--- config.mk ---
export PLATFORM = sky130hd
export DESIGN_NAME = step_tracker
export DESIGN_NICKNAME = d
export VERILOG_FILES = /design/src/rtl/step_tracker.sv
export SDC_FILE = /design/constraint.sdc
export NUM_CORES = 1
export LEC_CHECK = 0
export CAP_MARGIN = 10
export CORE_ASPECT_RATIO = 1.4
export CORE_UTILIZATION = 30
export CTS_CLUSTER_SIZE = 8
export DETAILED_ROUTE_END_ITERATION = 8
export GPL_ROUTABILITY_DRIVEN = 0
export MAX_ROUTING_LAYER = met4
export SYNTH_ARGS = -nofsm -noshare
export SYNTH_HDL_FRONTEND = slang
export SYNTH_SLANG_ARGS = --single-unit
--- constraint.sdc ---
create_clock -name clk -period 2.28 [get_ports clk]
set_input_delay 0.228 -clock clk [delete_from_list [all_inputs] [get_ports clk]]
set_output_delay 0.228 -clock clk [all_outputs]
set_load 0.03 [all_outputs]
--- src/rtl/step_tracker.sv ---
// step_tracker: debounces the classifier step decision, applies a refractory window, counts steps and measures cadence
module step_tracker #(
  parameter int CNT_W    = 16,
  parameter int INT_W    = 12,
  parameter int DEBOUNCE = 2,
  parameter int REFRACT  = 8
) (
  input  logic             clk,
  input  logic             rst,
  input  logic             sample_valid,
  input  logic             step,
  input  logic             clear,
  output logic             step_pulse,
  output logic [CNT_W-1:0] step_count,
  output logic [INT_W-1:0] step_interval,
  output logic             interval_valid
);
  localparam logic [3:0] DEB = 4'(DEBOUNCE);
  localparam logic [7:0] RFR = 8'(REFRACT);
  typedef enum logic [1:0] {S_IDLE, S_CONFIRM, S_REFR, S_WAIT} state_t;
  state_t           state_q, state_d;
  logic [3:0]       deb_q, deb_d;
  logic [7:0]       ref_q, ref_d;
  logic [INT_W-1:0] gap_q, gap_d, gap_inc, interval_q, interval_d;
  logic [CNT_W-1:0] count_q, count_d;
  logic             pulse_q, pulse_d, iv_q, iv_d, seen_q, seen_d, cnt_evt;
  assign gap_inc = &gap_q ? gap_q : gap_q + 1'b1;
  // Qualification FSM: decides count events and the next debounce/refractory state
  always_comb begin
    state_d = state_q;
    deb_d   = deb_q;
    ref_d   = ref_q;
    cnt_evt = 1'b0;
    if (sample_valid) begin
      case (state_q)
        S_IDLE:
          if (step) begin
            deb_d = 4'd1;
            if (DEB == 4'd1) cnt_evt = 1'b1;
            else state_d = S_CONFIRM;
          end
        S_CONFIRM:
          if (step) begin
            deb_d = deb_q + 4'd1;
            if (deb_q + 4'd1 == DEB) cnt_evt = 1'b1;
          end else begin
            deb_d   = 4'd0;
            state_d = S_IDLE;
          end
        S_REFR: begin
          ref_d = ref_q + 8'd1;
          if (ref_q + 8'd1 == RFR) begin
            ref_d   = 8'd0;
            state_d = S_WAIT;
          end
        end
        default: state_d = step ? S_WAIT : S_IDLE;
      endcase
      if (cnt_evt) begin
        deb_d   = 4'd0;
        ref_d   = 8'd0;
        state_d = (RFR == 8'd0) ? S_WAIT : S_REFR;
      end
    end
  end
  // Counter, cadence and output next-state values driven by count events
  always_comb begin
    pulse_d    = cnt_evt;
    count_d    = cnt_evt && !(&count_q) ? count_q + 1'b1 : count_q;
    gap_d      = !sample_valid ? gap_q : cnt_evt ? '0 : gap_inc;
    interval_d = cnt_evt && seen_q ? gap_inc : interval_q;
    iv_d       = iv_q | (cnt_evt & seen_q);
    seen_d     = seen_q | cnt_evt;
  end
  // State register; clear acts exactly like reset on this block
  always_ff @(posedge clk) begin
    if (rst || clear) begin
      state_q    <= S_IDLE;
      deb_q      <= '0;
      ref_q      <= '0;
      gap_q      <= '0;
      count_q    <= '0;
      interval_q <= '0;
      pulse_q    <= 1'b0;
      iv_q       <= 1'b0;
      seen_q     <= 1'b0;
    end else begin
      state_q    <= state_d;
      deb_q      <= deb_d;
      ref_q      <= ref_d;
      gap_q      <= gap_d;
      count_q    <= count_d;
      interval_q <= interval_d;
      pulse_q    <= pulse_d;
      iv_q       <= iv_d;
      seen_q     <= seen_d;
    end
  end
  assign step_pulse     = pulse_q;
  assign step_count     = count_q;
  assign step_interval  = interval_q;
  assign interval_valid = iv_q;
endmodule

# --- Word level (Yosys, flattened, before mapping) ---
# Cells that the tools add are included.
# W data, S select, Z words.
classes:
  reduce_logical: 12
  magnitude_cmp: 0
  mux: 20
  bitwise: 3
  div_mod_pow: 0
  eq_ne: 7
  shift: 0
  n_addsub: 4
  mul: 0
ops:
  columns: ["cell", "count"]
  rows:
  - ["$mux W12", 2]
  - ["$mux W8", 3]
  - ["$add A16 B1 Y16 const B", 1]
  - ["$reduce_and A16 Y1", 1]
  - ["$add A12 B1 Y12 const B", 1]
  - ["$mux W4", 3]
  - ["$reduce_and A12 Y1", 1]
  - ["$mux W2", 5]
  - ["$ne A3 B3 Y1 const B", 3]
  - ["$add A8 B1 Y8 const B", 1]
  - ["$eq A8 B4 Y1 const B", 1]
  - ["$pmux W4 S2", 1]
  - ["$pmux W2 S3", 1]
  - ["$mux W1", 5]
  - ["$add A4 B1 Y4 const B", 1]
  - ["$eq A4 B2 Y1 const B", 1]
  - ["$reduce_and A4 Y1", 1]
  - ["$reduce_and A3 Y1", 1]
  - ["$reduce_bool A3 Y1", 1]
  - ["$eq A2 B1 Y1 const B", 1]
  - ["$eq A2 B2 Y1 const B", 1]
  - ["$logic_and A1 B1 Y1", 2]
  - ["$logic_not A2 Y1", 1]
  - ["$or A1 B1 Y1", 2]
  - ["5 further kinds", 5]
word_totals:
  rom_bits: 0
  latch_bits: 0
  ram_bits: 0
  input_bits: 5
  n_memories: 0
  out_inout_bits: 30
  reg_bits: 57

# --- Longest topological paths before layout ---
depth:
  depth_word: 9
  ltp_mapped: 8
  mapped_depth_nobuf: 6

# --- Worst setup path after synthesis ---
# OpenSTA, ideal clock, no wires.
synth_timing:
  path_kind: "reg2reg"
  from: "register count_q[0], in the netlist step_count[0]"
  to: "register count_q[1], in the netlist step_count[1]"
  setup_ns: 0.070
  slack_ns: 0.168
  path_buffers: 2
  stages_incl_launch_ff: 8
  arrival_time_ns: 2.041
  required_ns: 2.210
  period_less_slack_ns: 2.112
  path_cell_list: "dfxtp_1 > ha_1 > nand4_1 > nor4_1 > buf_2 > buf_4 > o21ai_0 > a21oi_1"
synth_via:
  elab_chain_len: 3
synth_rtl:
  columns: ["item", "line", "rtl"]
  rows:
  - ["start: declaration", "25", "logic [CNT_W-1:0] count_q, count_d;"]
  - ["start signal: assignment", "92", "count_q <= count_d;"]
  - ["branches (longest 3 deep; another with $add A16 B1 Y16)", null, null]
# Parallel ways; which one is timed is not known.
# A chain may end at the register's enable or synchronous reset.

# --- Final worst setup path ---
layout_timing:
  from: "register gap_q[1]"
  to: "register interval_q[4], in the netlist step_interval[4]"
layout_via:
  elab_chain_len: 2
layout_rtl:
  columns: ["item", "line", "rtl"]
  rows:
  - ["start: declaration", "24", "logic [INT_W-1:0] gap_q, gap_d, gap_inc, interval_q, interval_d;"]
  - ["start signal: assignment", "91", "gap_q <= gap_d;"]
  - ["$add A12 B1 Y12 / $reduce_and A12 Y1 (equally long branches)", "27", "assign gap_inc = &gap_q ? gap_q : gap_q + 1'b1;"]
  - ["$mux W12 (*)", "27", null]
  - ["end signal: assignment", "93", "interval_q <= interval_d;"]
  - ["end: declaration", "24", null]
# Every way passes the cells marked *; elsewhere a longest branch is shown, timed or not.

==> results_dict.tcl <==
set metrics [dict create \
    status "complete, no violations" \
    avgSynthCellArea_um2 7.98 \
    die_w_um 88.2 \
    ys_warn_count 0 \
    drtPass1Iterations 4 \
    root_buffer "clkbuf_16" \
    start_util_pct 31.2 \
    holdWs_ns 0.457 \
    ir_drop_uv 321 \
    power.leakage_nw 1.25 \
    postSynthCellCount 391 \
    drc 0 \
    clockBufferDepth 2 \
    ant_nets 0 \
    synth_ff_type "dfxtp_1" \
    port_buffers 34 \
    endpoint_kind "flip-flop" \
    clk_pin_slew_worst_paths_ns 0.05 \
    htree_levels 3 \
    post-route-min-period_ns 2.14 \
    drt_first_iter_violations 173 \
    critPathLaunchType "flip-flop" \
    clkSinkCount 57 \
    critical_path_required_ns 2.54 \
    drt-vias-per-instance 5.41 \
    critical_path_class "reg -> reg" \
    worst_pin_slew_ns 0.445 \
    dp_cells 557 \
    final_core_util_pct 39.9 \
    synthesis.area_um2 3120 \
    max_freq_mhz 468 \
    synth_edf_count 0 \
    postCtsSetupRepairBufs 0 \
    hold_viol_final 0 \
    wirelength_mm 8.17 \
    n_antenna_cell 0 \
    critPathMaxFanout 8 \
    final_cell_count_no_fill 569 \
    wire_per_inst_um 14.4 \
    final_nets 444 \
    dpl.hpwl_mm 5.78 \
    io_pins 35 \
    ys_ff_latch 57 \
    drive_above_1_share_pct 12.4 \
    final_cell_mix "57 x dfxtp_1, 42 x a21oi_1, 40 x nand2_1, 34 x clkdlybuf4s50_1, 25 x o21ai_0" \
    tns_ns 0 \
    min-delay-path-class "reg -> reg" \
    die_area_um2 10800 \
    synth_seq_area_share_pct 36.6 \
    antenna_found_initial 0 \
    grt_pass1_wl_mm 13.3 \
    cts_buffers 9 \
    power_density_nw_per_um2 571 \
    via_count 3076 \
    rows 43 \
    ys_types 55 \
    cts_tree "built" \
    relSlewSlack_pct 70.3 \
    coreArea_um2 10000 \
    drv_cap 0 \
    setup_viol 0 \
    syn_to_final_growth_pct 27.9 \
    die_h_um 123 \
    grt_use_total_pct 16.5 \
    fin_worst_skew_ns 0.00898 \
    overflow 0 \
    synth.net_count 402 \
    finalCritPeriodShare_pct 93.7 \
    drv_slew 0 \
    rsz0062_at_grt "false" \
    clk_latency_ns 0.33 \
    grt_pass1_vias 2804 \
    ys_async_sr_fraction_pct 0 \
    grt_max_degree 28 \
    cp.arrival_ns 2.39 \
    layout_commonest_cell "dfxtp_1" \
]
[state kept, by name, summed over array words and instances (netlist names)]
signal	count
gap_q	12
step_count	16
seen_q	1
step_pulse	1
step_interval	12
deb_q	4
state_q	2
interval_valid	1
ref_q	8
[where the power goes]
group	switching (mW)	leakage (nW)	internal (mW)
sequential	0.00233	0.459	1.00
combinational	0.0499	0.665	0.0305
clock	0.432	0.129	0.764
total	0.484	1.25	1.80
[cell usage after synthesis, types with 2 or more instances]
library cell	count	share of area (%)
and3_4	2	0.72
nor2_1	21	2.5
or2_2	3	0.60
and2_1	3	0.60
nor4_1	11	2.2
xor2_1	7	2.0
buf_4	2	0.48
or3_1	7	1.4
o21a_1	4	0.96
nor3_1	7	1.1
xnor2_1	2	0.56
a22oi_1	2	0.48
o21ai_0	25	4.0
clkbuf_1	17	2.0
ha_1	6	2.4
a31oi_1	9	1.8
o211ai_1	5	1.2
a32oi_1	2	0.56
or4_1	11	2.6
o41ai_1	2	0.56
nand2_1	40	4.8
a211oi_1	4	0.96
nand4_1	15	3.0
dfxtp_1	57	37
nand2b_1	2	0.40
o31ai_1	7	1.7
buf_2	6	0.96
mux2i_1	6	1.9
and3_1	8	1.6
buf_6	3	1.1
nand3_1	20	3.2
a311oi_1	2	0.56
nand3b_1	3	0.72
a21oi_1	42	6.7
nand3_2	2	0.64
inv_1	7	0.84
[cells by family (layout without fill, tap and decap cells)]
group	count (synthesis)	count (layout)	share of synthesized area, %
AO/OA/AOI/OAI	112	112	21.8
XOR/XNOR	9	9	2.53
adder cells (fa/ha/maj)	6	6	2.41
buffers and inverters	37	80	5.69
flip-flops	57	57	36.6
multiplexers	7	7	2.29
AND/OR/NAND/NOR	163	163	28.7
[final cells by class]
cell class / count / area, um^2
Timing Repair Buffer: 61 / 581
Tap cell: 135 / 169
Clock buffer: 11 / 253
Inverter: 7 / 26.3
Clock inverter: 1 / 5.00
Sequential cell: 57 / 1140
Fill cell: 1058 / 6020
Multi-Input combinational cell: 297 / 1820
[path summary, 6_finish.rpt]
path / startpoint / endpoint / slack (ns) / depth (start not counted)
max reg2reg: gap_q[1] / step_interval[4] / 0.14 / 7
max: gap_q[1] / step_interval[4] / 0.14 / 7
min: step_interval[11] / step_interval[11] / 0.46 / 2
min reg2reg: step_interval[11] / step_interval[11] / 0.46 / 2
[metrics by stage]
step / cell area [um^2] / power (mW) / setup slack (ns)
final: 3990 / 2.28 / 0.143
after global routing: 3990 / 2.36 / 0.0148
after CTS: 3980 / 2.31 / 0.123
after detailed placement: 3720 / 1.10 / 0.130
after global placement: 3720 / 1.10 / 0.148
after floorplan: 3120 / 1.07 / 0.168
[timing repair]
action | 4_1_cts | 5_1_grt
endpoints found under the setup margin | 0 | 5
gates resized for setup | 0 | 2
hold buffers | 0 | 0
[metal layers]
metal  share of wire (%)  global-route usage, %
met1                  43                   18.6
met2                  52                   27.6
met3                 3.3                   4.10
met4                 2.0                   6.65
met5                   0                      -
[critical path, stage by stage, from the launching register on]
cell and delay [ns]:
dfxtp_1 0.41, ha_1 0.29, nand2_1 0.09, or4_1 0.66
buf_4 0.24, nand3_1 0.11, o211ai_1 0.11, a21oi_1 0.15
No activity file was read; power rests on OpenSTA's default activity.
